===== src/rtl/bus_pkg.sv =====
// Shared definitions for the 6502-style bus initiator: bus widths, RWB encoding and FSM states.
package bus_pkg;

    localparam int unsigned ADDR_W = 16;
    localparam int unsigned DATA_W = 8;
    localparam int unsigned WAIT_W = 8;

    localparam logic RWB_READ  = 1'b1;
    localparam logic RWB_WRITE = 1'b0;

    typedef enum logic [1:0] {
        IDLE = 2'd0,
        PH1  = 2'd1,
        PH2  = 2'd2,
        DONE = 2'd3
    } state_t;

endpackage


===== src/rtl/bus_master_cycle_phase_timer.sv =====
// Half-phase down-counter: load restarts a HALF_CLKS-long phase, tc_c flags its last clk.
module phase_timer #(
    parameter int unsigned HALF_CLKS = 4
) (
    input  logic clk,
    input  logic rst_n,
    input  logic load,
    output logic tc_c
);

    localparam int unsigned CNT_W = (HALF_CLKS > 1) ? $clog2(HALF_CLKS) : 1;

    logic [CNT_W-1:0] cnt;

    always_ff @(posedge clk or negedge rst_n) begin
        if (!rst_n) begin
            cnt <= '0;
        end else if (load) begin
            cnt <= CNT_W'(HALF_CLKS - 1);
        end else if (cnt != '0) begin
            cnt <= cnt - CNT_W'(1);
        end
    end

    assign tc_c = (cnt == '0);

endmodule


===== src/rtl/bus_master_cycle.sv =====
// Bus initiator: turns single-beat requests into PHI1/PHI2 bus cycles with RDY stretching and timeout.
module bus_master_cycle
    import bus_pkg::*;
#(
    parameter int unsigned HALF_CLKS = 4,
    parameter int unsigned MAX_WAIT  = 255
) (
    input  logic              clk,
    input  logic              rst_n,
    input  logic              req_valid,
    output logic              req_ready,
    input  logic [ADDR_W-1:0] req_addr,
    input  logic              req_we,
    input  logic [DATA_W-1:0] req_wdata,
    output logic              rsp_valid,
    output logic [DATA_W-1:0] rsp_rdata,
    output logic              rsp_err,
    output logic              PHI2,
    output logic [ADDR_W-1:0] A,
    output logic              RWB,
    output logic [DATA_W-1:0] D_out,
    output logic              D_oe,
    input  logic [DATA_W-1:0] D_in,
    input  logic              RDY
);

    localparam logic [WAIT_W-1:0] MAX_W    = WAIT_W'(MAX_WAIT);
    localparam logic [WAIT_W-1:0] WAIT_SAT = '1;

    state_t              state, state_nxt;
    logic                we_q, we_nxt;
    logic [DATA_W-1:0]   wdata_q, wdata_nxt;
    logic [WAIT_W-1:0]   wait_cnt, wait_nxt;
    logic                req_ready_nxt, rsp_valid_nxt, rsp_err_nxt;
    logic [DATA_W-1:0]   rsp_rdata_nxt, dout_nxt;
    logic [ADDR_W-1:0]   a_nxt;
    logic                rwb_nxt, phi2_nxt, doe_nxt;
    logic                tc_c, timer_load_c;

    // Timer free-loads outside the bus phases so PH1 always starts with a full count
    assign timer_load_c = (state == PH1 || state == PH2) ? tc_c : 1'b1;

    phase_timer #(.HALF_CLKS(HALF_CLKS)) u_timer (
        .clk   (clk),
        .rst_n (rst_n),
        .load  (timer_load_c),
        .tc_c  (tc_c)
    );

    always_comb begin
        state_nxt     = state;
        we_nxt        = we_q;
        wdata_nxt     = wdata_q;
        wait_nxt      = wait_cnt;
        req_ready_nxt = 1'b0;
        rsp_rdata_nxt = rsp_rdata;
        rsp_err_nxt   = rsp_err;
        dout_nxt      = D_out;
        a_nxt         = A;
        rwb_nxt       = RWB;
        case (state)
            IDLE: begin
                req_ready_nxt = 1'b1;
                if (req_valid && req_ready) begin
                    state_nxt     = PH1;
                    req_ready_nxt = 1'b0;
                    a_nxt         = req_addr;
                    rwb_nxt       = req_we ? RWB_WRITE : RWB_READ;
                    we_nxt        = req_we;
                    wdata_nxt     = req_wdata;
                    wait_nxt      = '0;
                end
            end
            PH1: begin
                if (we_q) dout_nxt = wdata_q;
                if (tc_c) state_nxt = PH2;
            end
            PH2: begin
                // RDY and read data only matter on the closing clk of PHI2 high
                if (tc_c) begin
                    if (RDY) begin
                        state_nxt     = DONE;
                        rsp_err_nxt   = 1'b0;
                        rsp_rdata_nxt = we_q ? '0 : D_in;
                    end else begin
                        wait_nxt = (wait_cnt == WAIT_SAT) ? wait_cnt : wait_cnt + WAIT_W'(1);
                        if (MAX_WAIT != 0 && wait_nxt >= MAX_W) begin
                            state_nxt     = DONE;
                            rsp_err_nxt   = 1'b1;
                            rsp_rdata_nxt = we_q ? '0 : D_in;
                        end else begin
                            state_nxt = PH1;
                        end
                    end
                end
            end
            DONE: begin
                state_nxt     = IDLE;
                rwb_nxt       = RWB_READ;
                req_ready_nxt = 1'b1;
            end
            default: state_nxt = IDLE;
        endcase
        phi2_nxt      = (state_nxt == PH2);
        doe_nxt       = (state_nxt == PH2) && we_q;
        rsp_valid_nxt = (state_nxt == DONE);
    end

    always_ff @(posedge clk or negedge rst_n) begin
        if (!rst_n) begin
            state     <= IDLE;
            we_q      <= 1'b0;
            wdata_q   <= '0;
            wait_cnt  <= '0;
            req_ready <= 1'b0;
            rsp_valid <= 1'b0;
            rsp_rdata <= '0;
            rsp_err   <= 1'b0;
            PHI2      <= 1'b0;
            A         <= '0;
            RWB       <= RWB_READ;
            D_out     <= '0;
            D_oe      <= 1'b0;
        end else begin
            state     <= state_nxt;
            we_q      <= we_nxt;
            wdata_q   <= wdata_nxt;
            wait_cnt  <= wait_nxt;
            req_ready <= req_ready_nxt;
            rsp_valid <= rsp_valid_nxt;
            rsp_rdata <= rsp_rdata_nxt;
            rsp_err   <= rsp_err_nxt;
            PHI2      <= phi2_nxt;
            A         <= a_nxt;
            RWB       <= rwb_nxt;
            D_out     <= dout_nxt;
            D_oe      <= doe_nxt;
        end
    end

endmodule


===== config.mk =====
export PLATFORM = sky130hd
export DESIGN_NAME = bus_master_cycle
export DESIGN_NICKNAME = d
export VERILOG_FILES = /design/src/rtl/bus_pkg.sv /design/src/rtl/bus_master_cycle_phase_timer.sv /design/src/rtl/bus_master_cycle.sv
export SDC_FILE = /design/constraint.sdc
export NUM_CORES = 1
export LEC_CHECK = 0
export BUFFER_PORTS_ARGS = -buffer_cell sky130_fd_sc_hd__buf_4
export CAP_MARGIN = 25
export CORE_ASPECT_RATIO = 1.1
export CORE_MARGIN = 1.5
export CORE_UTILIZATION = 47
export CTS_BUF_LIST = sky130_fd_sc_hd__clkbuf_16
export DETAILED_ROUTE_END_ITERATION = 7
export GPL_ROUTABILITY_DRIVEN = 0
export PLACE_DENSITY = 0.79
export SYNTH_ARGS = -nofsm -noshare
export SYNTH_HDL_FRONTEND = slang
export SYNTH_HIERARCHICAL = 1
export SYNTH_SLANG_ARGS = --single-unit

===== constraint.sdc =====
create_clock -name clk -period 2.74 [get_ports clk]
set_clock_uncertainty 0.05 [all_clocks]
set_input_delay 0 -clock clk [delete_from_list [all_inputs] [get_ports clk]]
set_output_delay 0 -clock clk [all_outputs]
set_load 0.005 [all_outputs]

Word level (Yosys, flattened, before mapping)
Index checks and enable logic that the tools add are counted.
{ "classes": {"n_mux": 24, "add_sub_neg": 2, "magnitude_cmp": 1, "eq_ne": 9, "n_reduce_logical": 15} }
{ "ops": {"columns": ["cell", "count"], "rows": [
  ["8-bit two-way mux", 7],
  ["8-bit one-hot mux with 2 select lines", 1],
  ["2-bit two-way mux", 7],
  ["2-bit nonzero test", 5],
  ["8-bit by 1-bit adder with 8-bit output (second input constant)", 1],
  ["2-bit == test (second input constant)", 4],
  ["8-bit == test (second input constant)", 1],
  ["8-bit >= comparator (second input constant)", 1],
  ["2-bit one-hot mux with 4 select lines", 1],
  ["1-bit two-way mux", 6],
  ["2-bit != test (second input constant)", 3],
  ["2-bit AND reduction", 3],
  ["2-bit logical NOT", 2],
  ["1-bit one-hot mux with 2 select lines", 2],
  ["4-bit AND reduction", 1],
  ["3-bit AND reduction", 1],
  ["2-bit by 1-bit == test with 1-bit output (second input constant)", 1],
  ["1-bit logical AND", 2],
  ["2-bit by 1-bit subtractor with 2-bit output (second input constant)", 1],
  ["1-bit logical OR", 1]
]} }
{ "word_totals": {"register_bits": 59, "out_inout_bits": 38} }

Depth between registers and ports, before layout
{ "depth": {"depth_word": 9, "depth_mapped": 8} }

Modules after synthesis
The synthesis kept the hierarchy.
{ "by_module_without_submodules": {"columns": ["module", "instances", "cells_per_inst", "seq_area_each_um2", "area_each_um2"], "rows": [
  ["bus_master_cycle", 1, 211, 1427.6, 2617.5],
  ["phase_timer", 1, 9, 50.0, 97.6]
]} }

Least setup slack after synthesis
OpenSTA, ideal clock, no wires.
{ "synth_timing": {"path_type": "register -> register", "startpoint": "reg wait_cnt[0]", "endpoint": "reg rsp_rdata[0]", "slack_ps": 193, "required_time_ps": 2565, "path_stages_with_launch": 8, "synth_period_minus_slack_ps": 2547, "arrival_ps": 2373, "path_cell_list": "dfrtp_1 > ha_1 > buf_2 > nand4_1 > o21ai_0 > a2111o_1 > o41ai_4 > mux2_2"} }
{ "synth_between": {"elab_chain_len": 5, "word_cells_on_any_way": 6, "classes_between": "1 x add/sub; 1 x order compare; 1 x eq/ne; 1 x mux; 2 x reduce/logical"} }
{ "synth_rtl": {"columns": ["item", "line", "text"], "rows": [
  ["start, declared", "bus_master_cycle.sv:33", "logic [WAIT_W-1:0] wait_cnt, wait_nxt;"],
  ["start signal, assigned", "bus_master_cycle.sv:128", "wait_cnt <= wait_nxt;"],
  ["8-bit by 1-bit adder with 8-bit output or 8-bit == test (tied branches)", "bus_master_cycle.sv:86", "wait_nxt = (wait_cnt == WAIT_SAT) ? wait_cnt : wait_cnt + WAIT_W'(1);"],
  ["8-bit two-way mux (*)", "bus_master_cycle.sv:86", null],
  ["8-bit >= comparator (*)", "bus_master_cycle.sv:87", "if (MAX_WAIT != 0 && wait_nxt >= MAX_W) begin"],
  ["2-bit nonzero test (no source line) (*)", null, null],
  ["3-bit AND reduction (no source line) (*)", null, null],
  ["end signal, assigned", "bus_master_cycle.sv:131", "rsp_rdata <= rsp_rdata_nxt;"],
  ["end, declared", "bus_master_cycle.sv:16", "output logic [DATA_W-1:0] rsp_rdata,"]
]} }
Mark *: on every way between the ends. The rest lies on a longest branch, timed or not.
A chain may end at the register's enable or synchronous reset.

Worst setup path after layout
{ "layout_timing": {"startpoint": "reg wait_cnt[0]", "endpoint": "reg rsp_rdata[2]"} }
Same word-level chain as after synthesis.

==> Flow_metrics.wiki <==
{| class="wikitable"
! Metric !! Value
|-
| Highest-delay cell along the critical path || sky130_fd_sc_hd__dfrtp_1
|-
| CTS tree || done
|-
| Maximum clock rate || around 0.39 GHz
|-
| Area of the die || between 0.006 and 0.007 mm2
|-
| Number of buffers added by the clock tree synthesis step || 9
|-
| CTS sink cnt || 59
|-
| Mean cell area of the mapped netlist || roughly 12 um2
|-
| Clk root buf || sky130_fd_sc_hd__clkbuf_16
|-
| Maximum number of buffers from clock root to sink || 2
|-
| Top Family by Delay on Critical Path || compound AO/OA/AOI/OAI gates
|-
| Number of synthesized register bits || 59
|-
| Post CTS Setup Buffer Count || 0
|-
| Clock period minus final worst setup slack || about 2600 ps
|-
| Leak || 1.86 nW
|-
| Worst slew margin || 50.4%
|-
| Number of vias after detailed routing || approximately 2.2k
|-
| Setup TNS Final || 0 ps
|-
| Data arrival time of the worst path || 2750 ps
|-
| Wire length per cell after detailed routing || 15.9 um
|-
| Synthesized netlist net count || around 260
|-
| Worst Setup End Kind || flop
|-
| Most used flip-flop cell after synthesis || sky130_fd_sc_hd__dfrtp_1
|-
| Most instantiated cells after synthesis || sky130_fd_sc_hd__dfrtp_1, sky130_fd_sc_hd__mux2_2, sky130_fd_sc_hd__a21oi_1
|-
| Via count of the first global-routing pass || about 2.3k
|-
| Filler instances || 380
|-
| Worst min-delay path category || primary input to flop
|-
| Global-route wire length before repair || roughly 11 mm
|-
| Fraction of final layout cells sized beyond drive strength 1 || between 40% and 50%
|-
| Final #Nets || 376
|-
| Sequential-to-total area share from yosys stat || 54.4%
|-
| Number of flops mapped to enable cells by yosys || 0
|-
| Synthesis warning total || 6
|-
| Library cell with the highest instance count after synthesis || sky130_fd_sc_hd__dfrtp_1
|-
| Clock latency on the worst-skew pair || roughly 320 ps
|-
| Final antenna diode count || 0
|-
| DRC || 0
|-
| Final number of setup-violating endpoints || 0
|-
| Worst VDD drop || between 700 and 800 uV
|-
| Drt total wl || approximately 6.6 mm
|-
| Die X-Extent || approximately 75 um
|-
| I/O pin total || 75
|-
| Max-slew violations || 0
|-
| Share of Yosys cell area claimed by the top area cell type || a little over half
|-
| Count of cell types in the netlist || 42
|-
| Power after layout || approximately 3.8 mW
|-
| First-pass iteration count of the detailed router || 4
|-
| Antenna-violating nets left || 0
|-
| Final cycle utilization of the critical path || a little over nine tenths
|-
| Critical path buffer and inverter count || 1
|-
| Initial detailed-routing violation count || approximately 200
|-
| Critical setup path kind || flop to flop
|-
| Row Count || 28
|-
| Final count of hold timing violations || 0
|-
| Initial Utilization || 49.7%
|-
| Height of the chip || just over 80 um
|-
| Buffers on Ports || 74
|-
| Startpoint class of the critical path || flop
|-
| Pwr/cell area || 954 mW/mm2
|-
| Result of the run || finished clean
|-
| Main area contributors after synthesis || sky130_fd_sc_hd__dfrtp_1, sky130_fd_sc_hd__mux2_2, sky130_fd_sc_hd__ha_1
|-
| Unrepaired setup endpoints after global routing || false
|-
| Fin Hold WS || roughly 66 ps
|-
| Cell accounting for the most synthesized area || sky130_fd_sc_hd__dfrtp_1
|-
| Area growth from synthesis to final layout || 46.6%
|-
| Gate count of the mapped netlist || between 200 and 250
|-
| Ordered list of cells on the worst path || ha_2 > and4_1 > nand3_1 > a2111o_1 > o41ai_4 > buf_4 > mux2_2
|-
| H-Tree Level Count || 3
|-
| Crit Path Max Fanout || 9
|-
| Global route overflow || 0
|-
| Initial antenna violation count || 0
|-
| Total global-route track usage || about a quarter
|-
| Slew of the pin with the lowest slew margin || about 740 ps
|-
| CP required || about 2900 ps
|-
| Pin count of the biggest net entering global routing || 60
|-
| Async S/R FF share, synth || 100%
|-
| Max stage delay on crit path || about 450 ps
|-
| Number of max-cap violations || 0
|-
| Via count normalized by instance count || approximately 5.3
|-
| Combined area of all synthesized cells || around 0.0027 mm2
|-
| Detail Placement HPWL || ~3.8 mm
|-
| Clock Pin Slew Worst Setup and Hold Paths || around 50 ps
|-
| Area of the core || around 0.0055 mm2
|}
## repair_timing
item	CTS	global route
hold endpoints to repair	91	0
hold buffers	34	0
gates resized for setup	0	1
endpoints found under the setup margin	0	8
## logic make-up after synthesis
logic type               after synthesis  share of synthesized area, %
multiplexers                          43                          17.8
adder cells (fa/ha/maj)                6                          2.76
flip-flops                            59                          54.4
XOR/XNOR                               1                         0.323
AND/OR/NAND/NOR                       52                          10.4
buffers and inverters                 17                          3.00
AO/OA/AOI/OAI                         42                          11.3
## state kept, by name, indices dropped and copies added, names as in the netlist, 2 cells and up
register	count
u_timer/cnt	2
D_out	8
rsp_rdata	8
wdata_q	8
wait_cnt	8
state	2
A	16
## layout make-up
cell class	instances	area (um2)	share of cell area, %
Sequential cell	59	1480	37.1
Multi-Input combinational cell	144	1160	29.1
Timing Repair Buffer	113	933	23.4
Clock buffer	9	225	5.66
Tap cell	75	93.8	2.36
Clock inverter	7	70.1	1.76
Inverter	6	22.5	0.566
## per-layer routing
layer / vias to the layer above / GRT usage [%] / share of wire (%)
li1: 1030 / - / -
met1: 1062 / 28.2 / 40
met2: 78 / 38.6 / 53
met3: 12 / 6.19 / 5.1
met4: 0 / 11.1 / 1.9
met5: - / 0 / 0
## report_power, final
group          switching [mW]  total, mW  internal [mW]
combinational           0.529       1.29          0.762
sequential              0.213       1.41           1.20
clock                   0.396       1.09          0.699
## worst reg2reg max path, cell delays in order, from the launching register on
cell and delay [ps]:
sky130_fd_sc_hd__dfrtp_1 450, sky130_fd_sc_hd__ha_2 300, sky130_fd_sc_hd__and4_1 230, sky130_fd_sc_hd__nand3_1 100, sky130_fd_sc_hd__a2111o_1 430, sky130_fd_sc_hd__o41ai_4 350, sky130_fd_sc_hd__buf_4 220, sky130_fd_sc_hd__mux2_2 350
## final timing paths
check	to	depth (start not counted)	start	slack, ps
setup / recovery	rsp_rdata[2]	7	wait_cnt[0]	150
hold / removal	rsp_err	3	RDY	70
setup reg to reg	rsp_rdata[2]	7	wait_cnt[0]	150
hold reg to reg	A[12]	1	A[12]	450
max in group asynchronous	A[5]	2	rst_n	1900
min in group asynchronous	wait_cnt[4]	2	rst_n	220
## per-stage QoR
step | worst slack (ps) | cell area [um2] | std cells | util, %
finish | 149 | 3980 | 413 | 72.8
global route | 1.83 | 3980 | 413 | 72.8
detailed placement | 98.8 | 3340 | 363 | 61.2
CTS | 79.5 | 3980 | 413 | 72.8
floorplan | 193 | 2720 | 220 | -
global placement | 176 | 3340 | 363 | 61.2
## cells in the final DEF (no fill, tap or decap), drive strengths merged, types with 2 or more instances in the layout
master / instances
a21oi: 12
a22o: 4
a22oi: 3
a31oi: 2
a41oi: 2
and3: 4
buf: 79
clkbuf: 9
clkinv: 3
clkinvlp: 2
dfrtp: 58
dlygate4sd3: 34
ha: 6
inv: 7
mux2: 43
nand2: 9
nand2b: 3
nand3: 6
nand4: 2
nor2: 9
nor2b: 11
nor3b: 2
o21a: 2
o21ai: 6
Note: power is estimated with default switching activity, not from simulation.
